===== src/rtl/arb_2to1_rr_if.sv =====
// Handshake bundle for arb_2to1_rr: two valid/ready sources in, one registered stream out.
// The arbiter connects through the slave modport and its driver through the master modport.
interface arb_2to1_rr_if #(
  parameter int DATA_W = 8
);
  logic [DATA_W-1:0] i0_data;
  logic              i0_valid;
  logic              i0_last;
  logic              i0_ready;
  logic [DATA_W-1:0] i1_data;
  logic              i1_valid;
  logic              i1_last;
  logic              i1_ready;
  logic              select_n;
  logic [DATA_W-1:0] y_data;
  logic              y_valid;
  logic              y_last;
  logic              y_ready;

  modport slave (
    input  i0_data, i0_valid, i0_last,
    input  i1_data, i1_valid, i1_last,
    input  y_ready,
    output i0_ready, i1_ready,
    output select_n, y_data, y_valid, y_last
  );

  modport master (
    output i0_data, i0_valid, i0_last,
    output i1_data, i1_valid, i1_last,
    output y_ready,
    input  i0_ready, i1_ready,
    input  select_n, y_data, y_valid, y_last
  );
endinterface


===== src/rtl/arb_2to1_rr.sv =====
// Two-input round-robin stream arbiter with a single registered output slice (1-cycle latency).
// Optional packet locking on the last marker is built when ARB_LAST_LOCK_EN is defined.
module arb_2to1_rr #(
  parameter int DATA_W = 8
) (
  input  logic         clk,
  input  logic         rst_n,
  arb_2to1_rr_if.slave bus
);

  logic [DATA_W-1:0] y_data_q, y_data_d;
  logic              y_valid_q, y_valid_d;
  logic              y_last_q, y_last_d;
  logic              sel_q, sel_d;
  logic              prio_q, prio_d;

  logic              load_en;
  logic              elig0, elig1;
  logic              grant_vld;
  logic              grant_sel;
  logic              xfer;
  logic              xfer_last;
  logic [DATA_W-1:0] xfer_data;

`ifdef ARB_LAST_LOCK_EN
  logic              lock_q, lock_d;
  logic              owner_q, owner_d;
`endif

  // The output register can take a new beat when it is empty or being drained this cycle.
  assign load_en = ~y_valid_q | bus.y_ready;

`ifdef ARB_LAST_LOCK_EN
  // While a packet is open only its owner is eligible, even when the owner is idle.
  assign elig0 = bus.i0_valid & ~(lock_q & owner_q);
  assign elig1 = bus.i1_valid & ~(lock_q & ~owner_q);
`else
  assign elig0 = bus.i0_valid;
  assign elig1 = bus.i1_valid;
`endif

  assign grant_vld = elig0 | elig1;
  assign grant_sel = (elig0 & elig1) ? prio_q : elig1;
  assign xfer      = rst_n & load_en & grant_vld;
  assign xfer_last = grant_sel ? bus.i1_last : bus.i0_last;
  assign xfer_data = grant_sel ? bus.i1_data : bus.i0_data;

  assign bus.i0_ready = xfer & ~grant_sel;
  assign bus.i1_ready = xfer & grant_sel;

  always_comb begin
    y_data_d  = y_data_q;
    y_valid_d = y_valid_q;
    y_last_d  = y_last_q;
    sel_d     = sel_q;
    prio_d    = prio_q;
`ifdef ARB_LAST_LOCK_EN
    lock_d    = lock_q;
    owner_d   = owner_q;
`endif
    if (xfer) begin
      y_data_d  = xfer_data;
      y_last_d  = xfer_last;
      sel_d     = grant_sel;
      y_valid_d = 1'b1;
`ifdef ARB_LAST_LOCK_EN
      lock_d    = ~xfer_last;
      owner_d   = grant_sel;
      if (xfer_last) begin
        prio_d = ~grant_sel;
      end
`else
      prio_d    = ~grant_sel;
`endif
    end else if (load_en) begin
      y_valid_d = 1'b0;
    end
  end

  always_ff @(posedge clk or negedge rst_n) begin
    if (!rst_n) begin
      y_data_q  <= '0;
      y_valid_q <= 1'b0;
      y_last_q  <= 1'b0;
      sel_q     <= 1'b0;
      prio_q    <= 1'b0;
`ifdef ARB_LAST_LOCK_EN
      lock_q    <= 1'b0;
      owner_q   <= 1'b0;
`endif
    end else begin
      y_data_q  <= y_data_d;
      y_valid_q <= y_valid_d;
      y_last_q  <= y_last_d;
      sel_q     <= sel_d;
      prio_q    <= prio_d;
`ifdef ARB_LAST_LOCK_EN
      lock_q    <= lock_d;
      owner_q   <= owner_d;
`endif
    end
  end

  assign bus.y_data   = y_data_q;
  assign bus.y_valid  = y_valid_q;
  assign bus.y_last   = y_last_q;
  assign bus.select_n = sel_q;

endmodule

===== src/flat_wrapper.sv =====
// flat-port wrapper written by rule: the top's interface ports become plain ports
module arb_2to1_rr_flat 
#(
  parameter int DATA_W = 8
)
  (clk, rst_n, bus_i0_data, bus_i0_valid, bus_i0_last, bus_i1_data, bus_i1_valid, bus_i1_last, bus_y_ready, bus_i0_ready, bus_i1_ready, bus_select_n, bus_y_data, bus_y_valid, bus_y_last);
  arb_2to1_rr_if #(.DATA_W(DATA_W)) bus_i ();
  input  logic clk;
  input  logic rst_n;
  input wire logic [$bits(bus_i.i0_data)-1:0] bus_i0_data;
  input wire logic [$bits(bus_i.i0_valid)-1:0] bus_i0_valid;
  input wire logic [$bits(bus_i.i0_last)-1:0] bus_i0_last;
  input wire logic [$bits(bus_i.i1_data)-1:0] bus_i1_data;
  input wire logic [$bits(bus_i.i1_valid)-1:0] bus_i1_valid;
  input wire logic [$bits(bus_i.i1_last)-1:0] bus_i1_last;
  input wire logic [$bits(bus_i.y_ready)-1:0] bus_y_ready;
  output wire logic [$bits(bus_i.i0_ready)-1:0] bus_i0_ready;
  output wire logic [$bits(bus_i.i1_ready)-1:0] bus_i1_ready;
  output wire logic [$bits(bus_i.select_n)-1:0] bus_select_n;
  output wire logic [$bits(bus_i.y_data)-1:0] bus_y_data;
  output wire logic [$bits(bus_i.y_valid)-1:0] bus_y_valid;
  output wire logic [$bits(bus_i.y_last)-1:0] bus_y_last;
  assign bus_i.i0_data = bus_i0_data;
  assign bus_i.i0_valid = bus_i0_valid;
  assign bus_i.i0_last = bus_i0_last;
  assign bus_i.i1_data = bus_i1_data;
  assign bus_i.i1_valid = bus_i1_valid;
  assign bus_i.i1_last = bus_i1_last;
  assign bus_i.y_ready = bus_y_ready;
  assign bus_i0_ready = bus_i.i0_ready;
  assign bus_i1_ready = bus_i.i1_ready;
  assign bus_select_n = bus_i.select_n;
  assign bus_y_data = bus_i.y_data;
  assign bus_y_valid = bus_i.y_valid;
  assign bus_y_last = bus_i.y_last;
  arb_2to1_rr #(.DATA_W(DATA_W)) u_core (.clk(clk), .rst_n(rst_n), .bus(bus_i));
endmodule

===== config.mk =====
export PLATFORM = sky130hd
export DESIGN_NAME = arb_2to1_rr_flat
export DESIGN_NICKNAME = d
export VERILOG_FILES = /design/src/rtl/arb_2to1_rr_if.sv /design/src/rtl/arb_2to1_rr.sv /design/src/flat_wrapper.sv
export SDC_FILE = /design/constraint.sdc
export NUM_CORES = 1
export LEC_CHECK = 0
export ABC_AREA = 1
export ABC_CLOCK_PERIOD_IN_PS = 950
export CORE_MARGIN = 2
export CORE_UTILIZATION = 30
export CTS_CLUSTER_DIAMETER = 120
export DETAILED_ROUTE_END_ITERATION = 10
export HOLD_SLACK_MARGIN = 0.15
export PLACE_DENSITY = 0.68
export SLEW_MARGIN = 20
export SYNTH_ARGS = -nofsm -noshare
export SYNTH_HDL_FRONTEND = slang
export SYNTH_SLANG_ARGS = --single-unit

===== constraint.sdc =====
create_clock -name clk -period 0.95 [get_ports clk]
set_input_delay 0.095 -clock clk [delete_from_list [all_inputs] [get_ports clk]]
set_output_delay 0.095 -clock clk [all_outputs]
set_load 0.02 [all_outputs]

# Word level (Yosys, flattened, before mapping)
# Cells that the tools add are included.
# op_classes
muxes,5
bitwise_logic,9
reduce_logical,1
# ops
op,count
$mux 8,1
$and 1x1->1,5
$mux 1,4
$not 1->1,2
$or 1x1->1,2
$reduce_bool 2->1,1
# word_totals
reg_bits,12
out_inout_bits,13
word_cells,20

# Logic depth before layout (Yosys ltp)
# Gate-level depths: netlist of run 1.
# logic_depth
word_depth,5
mapped_depth,7

# Worst setup path after synthesis of run 1
# No wires, ideal clock.
# synth_timing
path_type,reg2reg
from,"reg u_core.y_valid_q, in the netlist u_core.bus.y_valid"
to,"reg u_core.sel_q, in the netlist u_core.bus.select_n"
setup_time_ns,0.066
t_arrival_ns,1.116
required_ns,0.884
setup_slack_ns,-0.231
path_stages_with_launch,6
path_buffers,0
cell_sequence,dfrtp_1 > nand2_2 > nand2_2 > nor2_1 > inv_1 > nand2_1
# synth_between
elab_chain_len,4
# synth_rtl
item,line,text
"start, declared",arb_2to1_rr.sv:12,"logic y_valid_q, y_valid_d;"
"start signal, assigned",arb_2to1_rr.sv:93,y_valid_q <= y_valid_d;
$not 1->1,arb_2to1_rr.sv:31,assign load_en = ~y_valid_q | bus.y_ready;
$or 1x1->1,arb_2to1_rr.sv:31,
$and 1x1->1 (2 in a row),arb_2to1_rr.sv:44,assign xfer = rst_n & load_en & grant_vld;
"end signal, assigned",arb_2to1_rr.sv:95,sel_q <= sel_d;
"end, declared",arb_2to1_rr.sv:14,"logic sel_q, sel_d;"
# No other way between the ends.
# A chain may end at the register's enable or synchronous reset.

# Worst setup path after layout of run 1
# layout_timing
from,"reg u_core.y_valid_q, in the netlist u_core.bus.y_valid"
to,out bus_i0_ready
# layout_between
elab_chain_len,5
# layout_rtl
item,line,text
$not 1->1,arb_2to1_rr.sv:31,
$or 1x1->1,arb_2to1_rr.sv:31,
$and 1x1->1 (2 in a row),arb_2to1_rr.sv:44,
$and 1x1->1,arb_2to1_rr.sv:48,assign bus.i0_ready = xfer & ~grant_sel;
"end, declared",flat_wrapper.sv:17,output wire logic [$bits(bus_i.i0_ready)-1:0] bus_i0_ready;
# No other way between the ends.

==> results by group, run 1 <==
Worst setup path
  – Setup CP Type: flip-flop to output pin
  – Internal reg-to-reg setup slack: -0.16 ns
  – Crit path launch type: flip-flop
  – Req. time, crit path: 0.85 ns
  – Critical-path top delay cell: dfrtp_2
  – FF-to-FF End: u_core.bus.y_data[5]
  – R2R depth: 7
  – Reg2reg start: u_core.bus.y_valid
  – Critical Path Sink Type: output pin
  – Most used cell, CP: nand2_4
  – Crit path arrival time: between 1 and 1.5 ns
  – Worst path cell trace: nand2_4, nand2_4, nor2_4, nand2_2, inv_2, buf_6
  – Crit Path Max Fanout: 2
  – CP max stage delay: about 0.43 ns

Placed design
  – Port bufs: 35
  – Placed instance count: approximately 160
  – Pre-CTS setup slack: -0.724 ns
  – Final GP Congestion: 0.733
  – Detailed Place HPWL: about 1300 um

Cells and area
  – Final non-filler cell total: 165
  – Area growth from synthesis to layout: 71.7%
  – Flip-flop and latch area: ~300 um2
  – Multi-input logic area: between 300 and 400 um2
  – Share of layout cells above drive strength 1: 0.321
  – Fill count: roughly 220
  – Ant. Diodes: 0
  – Final #Nets: 161

Power and ir drop
  – Power per cell area: 1430 nW/um2
  – Pleak: 0.639 nW
  – Worst IR drop on VDD: around 830 uV
  – Pwr Total: around 1.7 mW

Detailed routing
  – Starting DRC count in detailed routing: 7
  – Drt drc: 0
  – Routed via count: 735
  – DR WL/cell: ~12 um
  – Vias per inst: around 4.5
  – Antenna Nets Post-Route: 0
  – Final wirelength: slightly below 2000 um
  – First drt pass iteration count: 4

Die
  – I/O pins: 36
  – Die height: ~52 um
  – Die Area: roughly 2700 um2
  – Initial Util: 0.316
  – Placeable Area: approximately 2200 um2
  – Die Width: about 52 um
  – # rows: 17

GRT
  – Initial antenna violation count: 0
  – Pin count of the biggest net entering global routing: 14
  – First-pass GRT wire length: about 2800 um
  – Overflow after GRT: 0
  – GRT Total Usage: 0.141
  – Vias in the first global route: about 670

Yosys
  – Synthesized flop and latch total: 12
  – Synth Cell Area: 699 um2
  – Sequential share of the synthesized area: 0.429
  – Post-Syn Nets: 110
  – Synth top area share: 0.429
  – Synth warn: 0
  – Main area contributors after synthesis: dfrtp_1 (43%), nand2_1 (17%), nand3b_1 (9.7%)
  – Syn Area/Cell: 8.04 um2
  – Leading area contributor after synthesis: dfrtp_1
  – Post-Synthesis Cells: 87
  – Count of cell types in the netlist: 12

CTS
  – CTS H-tree depth: 1
  – Hold buffer count at cts: 0
  – Clock buffer depth: 2
  – Num CTS Buffers: 3
  – CTS tree: built
  – Worst-path clk slew: roughly 0.08 ns
  – Clock Sink Count: 12
  – Root Driver: clkbuf_4
  – Worst skew pair latency: approximately 0.28 ns

STA
  – Setup slack after layout: -0.312 ns
  – RSZ-0062 raised after global routing: yes
  – Relative slew margins: 0.865
  – Min Tclk post-route: ~1.3 ns
  – Endpoints failing setup: 14
  – Ratio of final minimum period to clock period: 1.33
  – Max Clock Skew: between 0.008 and 0.009 ns
  – Worst slew pin tran: between 0.2 and 0.25 ns
  – Slew Viols, Final: 0
  – Hold Vio Cnt, Final: 0
  – Peak Freq: around 790 MHz
  – Hold WS: roughly 0.21 ns

Run
  – Max-cap violations: 0

Outcome
  – Outcome: finished, violations left
  – Failing checks: setup timing

Hold path
  – Worst Hold Class: primary input to asynchronous set/reset pin
## placed cells by master (no fill, tap or decap), types with 2 or more instances in the layout
| cell | instances |
|---|---|
| nor2_4 | 2 |
| nand3_1 | 7 |
| nand2_1 | 30 |
| buf_2 | 8 |
| nand3b_1 | 9 |
| inv_2 | 2 |
| buf_4 | 11 |
| nand3b_4 | 2 |
| clkbuf_4 | 3 |
| nand2_4 | 4 |
| dfrtp_1 | 11 |
| inv_1 | 11 |
| nand3_2 | 2 |
| buf_6 | 7 |
| clkdlybuf4s50_1 | 21 |
| dlygate4sd2_1 | 2 |
## worst max-delay path by stage
stage / startpoint / end / slack, ns / cells past startpoint
after detailed placement: bus_y_ready / bus_i0_ready / -0.72 / 8
after floorplan: u_core.bus.y_valid / u_core.prio_q / -0.07 / 5
final: u_core.bus.y_valid / bus_i0_ready / -0.31 / 6
after global placement: bus_y_ready / bus_i0_ready / -0.71 / 8
after global routing: u_core.bus.y_valid / bus_i0_ready / -0.38 / 6
after CTS: u_core.bus.y_valid / bus_i0_ready / -0.31 / 6
## flip-flops by register name, indices dropped and copies added (netlist names)
register and flops:
u_core.bus.y_data 8, u_core.prio_q 1, u_core.bus.y_last 1, u_core.bus.select_n 1, u_core.bus.y_valid 1
## metal layers
layer  GRT usage  part of all wire  vias to the layer above
met3      0.0343             0.085                        5
met1       0.171              0.44                      331
met2       0.227              0.45                       31
li1            -                 -                      368
met4      0.0769             0.021                        0
met5           0                 0                        -
## cell type report
class | count | share of cell area
Clock buffer | 4 | 0.0219
Tap cell | 28 | 0.0292
Timing Repair Buffer | 49 | 0.357
Multi-Input combinational cell | 59 | 0.300
Sequential cell | 12 | 0.251
Inverter | 13 | 0.0406
## cell usage after synthesis
master / instances
nand2_2: 2
nor2_1: 1
nand3_1: 9
buf_6: 4
nand3b_4: 1
inv_1: 13
nand3b_1: 9
nand2_1: 31
o21ai_0: 1
dfrtp_1: 12
nand2_4: 2
nor2_2: 2
## critical path: cells and delay by family (launching register included)
family / cells / cell delay, ns
flip-flops: 1 / 0.43
AND/OR/NAND/NOR: 4 / 0.30
buffers and inverters: 2 / 0.15
## cell families (layout without fill, tap and decap cells)
logic type | count (synthesis) | count (layout) | share of synthesized area
buffers and inverters | 17 | 66 | 0.134
AO/OA/AOI/OAI | 1 | 1 | 0.00715
flip-flops | 12 | 12 | 0.429
AND/OR/NAND/NOR | 57 | 58 | 0.429
## per-stage QoR
stage / instance area [um2] / TNS (ns) / util
final: 1200 / -2.18 / 0.543
after global routing: 1200 / -2.95 / 0.543
after CTS: 1120 / -1.72 / 0.505
after detailed placement: 1140 / -6.68 / 0.515
after global placement: 1140 / -6.54 / 0.515
after floorplan: 723 / -0.735 / -
## power breakdown
| part | internal [mW] | switching, mW |
|---|---|---|
| Combinational | 0.341 | 0.373 |
| Sequential | 0.608 | 0.0538 |
| Clock | 0.163 | 0.183 |
| Total | 1.11 | 0.610 |
## timing repair
action	in CTS	in global routing
cloned	0	2
hold endpoints to repair	0	0
buffers inserted	1	4
setup endpoints to repair	24	17
pin swaps	2	3
resized for setup	56	11
(Power assumes the default switching activity.)
==> run 2: changes to the inputs <==
--- a/config.mk
+++ b/config.mk
@@ -13,7 +13,6 @@
 export DETAILED_ROUTE_END_ITERATION = 10
 export HOLD_SLACK_MARGIN = 0.15
 export PLACE_DENSITY = 0.68
-export SLEW_MARGIN = 20
 export SYNTH_ARGS = -nofsm -noshare
 export SYNTH_HDL_FRONTEND = slang
 export SYNTH_SLANG_ARGS = --single-unit
==> results of run 2 <==
Final layout, timing and power as in run 1 (identical DEF).
==> variant 1, RTL diff (settings of run 2) <==
`DATA_W` is set to 8 in 3 places; all go to 10.
--- a/src/rtl/arb_2to1_rr_if.sv
+++ b/src/rtl/arb_2to1_rr_if.sv
@@ -2,5 +2,5 @@
 // The arbiter connects through the slave modport and its driver through the master modport.
 interface arb_2to1_rr_if #(
-  parameter int DATA_W = 8
+  parameter int DATA_W = 10
 );
   logic [DATA_W-1:0] i0_data;
--- a/src/rtl/arb_2to1_rr.sv
+++ b/src/rtl/arb_2to1_rr.sv
@@ -2,5 +2,5 @@
 // Optional packet locking on the last marker is built when ARB_LAST_LOCK_EN is defined.
 module arb_2to1_rr #(
-  parameter int DATA_W = 8
+  parameter int DATA_W = 10
 ) (
   input  logic         clk,
--- a/src/flat_wrapper.sv
+++ b/src/flat_wrapper.sv
@@ -2,5 +2,5 @@
 module arb_2to1_rr_flat 
 #(
-  parameter int DATA_W = 8
+  parameter int DATA_W = 10
 )
   (clk, rst_n, bus_i0_data, bus_i0_valid, bus_i0_last, bus_i1_data, bus_i1_valid, bus_i1_last, bus_y_ready, bus_i0_ready, bus_i1_ready, bus_select_n, bus_y_data, bus_y_valid, bus_y_last);
Ports: changed (resized bus_i0_data, bus_i1_data and bus_y_data); port bits go from 36 to 42. No check against the original RTL was run, so the function may have changed too.
==> variant 1 against run 2 <==
Clock power rose by 4%; utilization rose by 5.5 points; count of clock-buffer cells in the layout did not move; sequential cell count rose by 2; area after synthesis rose by 13%; fmax fell by 2.0%; critical path type unchanged; the run still ends with setup timing left; worst setup slack got worse by 26 ps; power rose by 24%; cell area rose by 23%; non-clock buffer count rose by 16; wire length rose by 29%.
==> variant 1: results (changes against run 2) <==
** Worst setup path
- Among cell families on the critical path, the largest total delay comes from flip-flops.
- The slowest stage of the critical path is the sky130_fd_sc_hd__dfrtp_2 cell.
- Crit path arrival time :: 1190 ps (+20 ps)
- The maximum fanout along the worst path was 2 (unchanged).

** Run status
- Violations in the final reports :: setup timing
- The flow ran to the end, but the final reports show violations.

** Power
- Maximum resistive drop on vdd :: 0.975 mV (+17%)
- The leakage power total was 0.000784 µW (+23%).
- Internal :: 1400 µW (+26%)

** STA
- Slew Limit Headroom :: 84.8% (-1.7 points)
- The count of final setup violators is 17 (+3).
- Post-route worst setup slack :: -338 ps (-25.9 ps)
- Setup skew after layout :: 0.870 ps (-7.98 ps)

** Placed design
- The number of buffer cells added on primary ports is 41 (+17%).
- The HPWL reported at the end of detailed placement came to 1.61 mm (+22%).
- Post-Place Setup Slack :: -713 ps (+11.2 ps)
- The routability congestion estimate from global placement came to 0.736 (+0.34%).

** Logic synthesis
- By count the netlist is led by 40 x sky130_fd_sc_hd__nand2_1, 15 x sky130_fd_sc_hd__inv_1, 14 x sky130_fd_sc_hd__dfrtp_1, 11 x sky130_fd_sc_hd__nand3_1, 11 x sky130_fd_sc_hd__nand3b_1.
- Complex-gate fraction of the synthesized area :: 0.636% (-0.080 points)
- Number of distinct library cells after synthesis :: 14 (+2)
- Syn nets :: 129 (+17%)
- The top-area cell type share of the netlist area is 44.5% (+1.6 points).
- The multiplexer share of the synthesized area is 0% (unchanged).
- The proportion of synthesized chip area in sequential cells was 44.5% (+1.6 points).
- By area the synthesized netlist is led by sky130_fd_sc_hd__dfrtp_1 45%, sky130_fd_sc_hd__nand2_1 19%, sky130_fd_sc_hd__nand3b_1 10%, sky130_fd_sc_hd__inv_1 7.2%, sky130_fd_sc_hd__nand3_1 7.0%.

** GRT
- Initial antenna violation count :: 0 (unchanged)
- Vias in the first global route :: 904 (+35%)
- The maximum number of pins on one net before global-route repair is 16 (+2).
- The wire length of the first global-routing pass was 4.11 mm (+45%).
- All-layer global routing usage :: 16.9% (+2.8 points)

** Detailed routing
- The post-detailed-route via-to-cell ratio is 4.60 (+3.4%).
- The initial DRC count came to 18 (+11).
- The length of routed met3 wiring came to 140 µm (-15%).
- The wire length the detailed router placed on met1 came to 956 µm (+12%).
- Total met2 wirelength after detailed routing :: 1.34 mm (+52%)
- Routed Wire Length :: 2.50 mm (+29%)
- Pre-antenna DRT Iters :: 4 (unchanged)

** Final layout
- The fraction of final layout cells with drive strength greater than 1 was 35.3% (+3.2 points).
- The number of fill cells in the layout came to 231 (+5.5%).
- Flip-flop count of the largest register after layout :: 10 (+2)
- The post-layout net count came to 195 (+21%).
==> variant 1: final timing paths <==
path | depth (start not counted) | to | from | slack [ps]
worst max-delay path | 6 | bus_i0_ready | u_core.bus.y_valid | -340
worst min-delay path | 2 | u_core.prio_q | rst_n | 220
worst max register to register | 8 | u_core.bus.y_data[8] | u_core.prio_q | -170
worst min register to register | 2 | u_core.bus.y_data[0] | u_core.bus.y_data[0] | 490
max in group asynchronous | 2 | u_core.bus.y_valid | rst_n | 550
min in group clk | 4 | u_core.prio_q | bus_i1_valid | 420
==> variant 1: routing by layer <==
metal | up-vias | global-route usage (%)
li1 | 447 | -
met1 | 418 | 19.1
met2 | 36 | 29.9
met3 | 6 | 5.62
met4 | 0 | 5.23
met5 | - | 0
==> variant 1: power by group through the flow <==
stage                     Combinational, µW  Sequential, µW  Clock [µW]
after global placement                  842             778           0
after detailed placement                850             780           0
after CTS                               813             766         363
after floorplan                         266             911           0
after global routing                   1070             799         416
final                                   992             784         359
==> variant 1: layout make-up <==
type                            instances  area, µm²  area share (%)
Multi-Input combinational cell         69        403            27.2
Sequential cell                        14        352            23.7
Clock buffer                            4       26.3            1.77
Tap cell                               30       37.5            2.53
Timing Repair Buffer                   65        607            41.0
Inverter                               15       56.3            3.80
==> variant 1: stage by stage <==
stage	instances	instance area (µm²)	hold WS, ps	TNS, ps	utilization, %
floorplan	102	815	-201	-736	-
global placement	180	1310	462	-8270	52.8
detailed placement	180	1310	465	-8560	52.8
CTS	189	1340	246	-2830	54.1
global route	197	1480	216	-3820	59.8
finish	197	1480	222	-2650	59.8
==> variant 1: repair_timing <==
action / CTS / global route
pin swaps: 2 / 4
cloned: 1 / 1
setup buffers: 6 / 8
setup endpoints to repair: 29 / 27
resized for setup: 72 / 27
hold buffers: 0 / 0
==> variant 2, RTL diff (flow settings as in run 2) <==
Without the edit above. Reset style: synchronous (`rst_n`), changed in one clocked block.
--- a/src/rtl/arb_2to1_rr.sv
+++ b/src/rtl/arb_2to1_rr.sv
@@ -78,5 +78,5 @@
   end
 
-  always_ff @(posedge clk or negedge rst_n) begin
+  always_ff @(posedge clk) begin
     if (!rst_n) begin
       y_data_q  <= '0;
Check against the original RTL: differs if rst_n is asserted again (counterexample within 4 cycles, from zero or initial values and one cycle with rst_n low); with rst_n held inactive, the same outputs for 10 cycles.
==> variant 2 against run 2 <==
The run still ends with setup timing left; count of clock-buffer cells in the layout is the same; non-clock buffer count stayed put; clock power up 21%; worst hold slack improved by 140 ps; clock skew shrank 6.2 ps; cell area is 0.10% higher; worst setup slack improved by 95 ps; wire length up 4.6%; power fell by 11%; sequential cell count unchanged; area after synthesis decreased by 8.6%.
==> variant 2: results (changes against run 2) <==
** Run status
- The run finished, with violations left.
- Violations in the final reports :: setup timing

** STA
- Post-route worst setup slack :: -217 ps (+95.2 ps)
- Setup skew after layout :: 2.69 ps (-6.17 ps)
- The worst slew slack as a fraction of its limit is 85.6% (-0.83 points).
- Final setup violation count :: 12 (-2)

** Placed design
- The instance area at placement came to 1090 µm² (-4.4%).
- Routability cong. :: 0.734 (+0.16%)
- The setup slack after placement came to -764 ps (-40.0 ps).
- The HPWL reported at the end of detailed placement came to 1.37 mm (+3.7%).
- The number of placed instances, taps included is 166 (+6.4%).

** Min path
- The min-delay analysis places its worst path in the category in -> reg.

** Detailed routing
- Mean number of vias per cell :: 4.46 (about the same)
- Routed wire length per instance :: 11.6 µm (-1.3%)
- The total number of vias is 780 (+6.1%).
- DRC marker count from the first detailed-route iteration :: 10 (+3)

** Final layout
- Flip-flop count of the largest register after layout :: 8 (unchanged)
- The number of fill cells in the layout was 186 (-15%).
- The fraction of final layout cells with drive strength greater than 1 is 39.9% (+7.7 points).

** Power
- The maximum vdd drop is 0.719 mV (-14%).
- The leakage power total was 0.000636 µW (-0.61%).

** Worst setup path
- Worst setup endpoint :: bus_i1_ready
- Depth of the worst register-to-register path :: 9 (+2)
- Critical register-to-register path endpoint :: u_core.bus.y_data[6]
- Crit path arrival time :: 1070 ps (-100 ps)
- The stage delay of the slowest cell on the critical path was 330 ps (-100 ps).
- The maximum fanout along the worst path was 3 (+1).
- The worst register-to-register path begins at u_core.prio_q.

** GRT
- The number of global-route vias before repair was 771 (+15%).
- First-pass GRT wire length :: 3.33 mm (+18%)
- The overall track demand over capacity in global routing came to 18.0% (+3.9 points).

** Logic synthesis
- The proportion of synthesized chip area in sequential cells is 37.6% (-5.4 points).
- Proportion of register bits with asynchronous set or reset after synthesis :: 0% (-100 points)
- Number of distinct library cells after synthesis :: 14 (+2)
- Top post-synthesis cells by count :: 48 x sky130_fd_sc_hd__nand2_1, 12 x sky130_fd_sc_hd__dfxtp_1, 11 x sky130_fd_sc_hd__nand3_1, 10 x sky130_fd_sc_hd__inv_1, 4 x sky130_fd_sc_hd__nand3_2
- After synthesis, the cell types taking the most area are sky130_fd_sc_hd__dfxtp_1 38%, sky130_fd_sc_hd__nand2_1 28%, sky130_fd_sc_hd__nand3_1 8.6%, sky130_fd_sc_hd__nand3_2 6.3%, sky130_fd_sc_hd__inv_1 5.9%.
- The average cell area after synthesis was 6.66 µm² (-17%).
- The total nets after synthesis is 119 (+8.2%).
-- variant 2: changes by cell type after synthesis, sizes merged --
| cell | before | now |
|---|---|---|
| dfrtp | 12 | 0 |
| dfxtp | 0 | 12 |
| a21oi | 0 | 3 |
| o21ai | 1 | 0 |
| nand3 | 9 | 15 |
| nor2 | 3 | 1 |
| buf | 4 | 3 |
| nand2 | 35 | 50 |
| inv | 13 | 12 |
| nand3b | 10 | 0 |
-- variant 2: worst min path at each step --
| stage | startpoint | end | depth (start not counted) | slack [ps] |
|---|---|---|---|---|
| after floorplan | rst_n | u_core.bus.y_valid | 2 | 240 |
| after global placement | u_core.bus.select_n | u_core.bus.select_n | 2 | 460 |
| after detailed placement | u_core.prio_q | u_core.prio_q | 2 | 460 |
| after CTS | rst_n | u_core.bus.y_valid | 4 | 350 |
| after global routing | rst_n | u_core.bus.y_valid | 4 | 370 |
| final | rst_n | u_core.bus.y_valid | 4 | 350 |
-- variant 2: through the flow --
step           hold WS, ps  total power [µW]  TNS (ps)
6_report               353              1530     -1580
3_3_place_gp           457              1080     -6880
5_1_grt                373              1620     -2310
4_1_cts                351              1530     -1540
2_1_floorplan          239               823         0
3_5_place_dp           455              1090     -7270
-- variant 2: metal layers --
metal | wire length [µm] | track usage, %
met4 | 53 | 11.1
met2 | 1010 | 32.0
met3 | 128 | 2.68
met1 | 833 | 19.9
met5 | 0 | 0
-- variant 2: area by class of cell --
class / instances / area [µm²] / area share [%]
Timing Repair Buffer: 49 / 413 / 34.3
Multi-Input combinational cell: 71 / 429 / 35.7
Sequential cell: 12 / 243 / 20.2
Inverter: 12 / 47.5 / 3.95
Tap cell: 27 / 33.8 / 2.81
Clock buffer: 4 / 36.3 / 3.02
-- variant 2: timing repair --
action / in CTS / in global routing
endpoints found under the setup margin: 24 / 13
pin swaps: 4 / 2
gates resized for setup: 81 / 3
cloned: 2 / 0
buffers inserted: 3 / 1
-- variant 2: cell families (layout without fill, tap and decap cells) --
| family | Yosys count | count (layout) | share of synthesized area, % |
|---|---|---|---|
| AND/OR/NAND/NOR | 66 | 68 | 48.9 |
| flip-flops | 12 | 12 | 37.6 |
| AO/OA/AOI/OAI | 3 | 3 | 2.35 |
| buffers and inverters | 15 | 65 | 11.2 |
-- variant 2: critical path: cells and delay by family, from the launching register on --
kind	cells	cell delay [ps]
buf+inv	4	270
flops	1	330
simple gates	3	200
-- variant 2: power breakdown --
group	total, µW	internal (µW)	switching, µW
sequential	582	556	26.2
combinational	528	250	278
clock	418	233	185
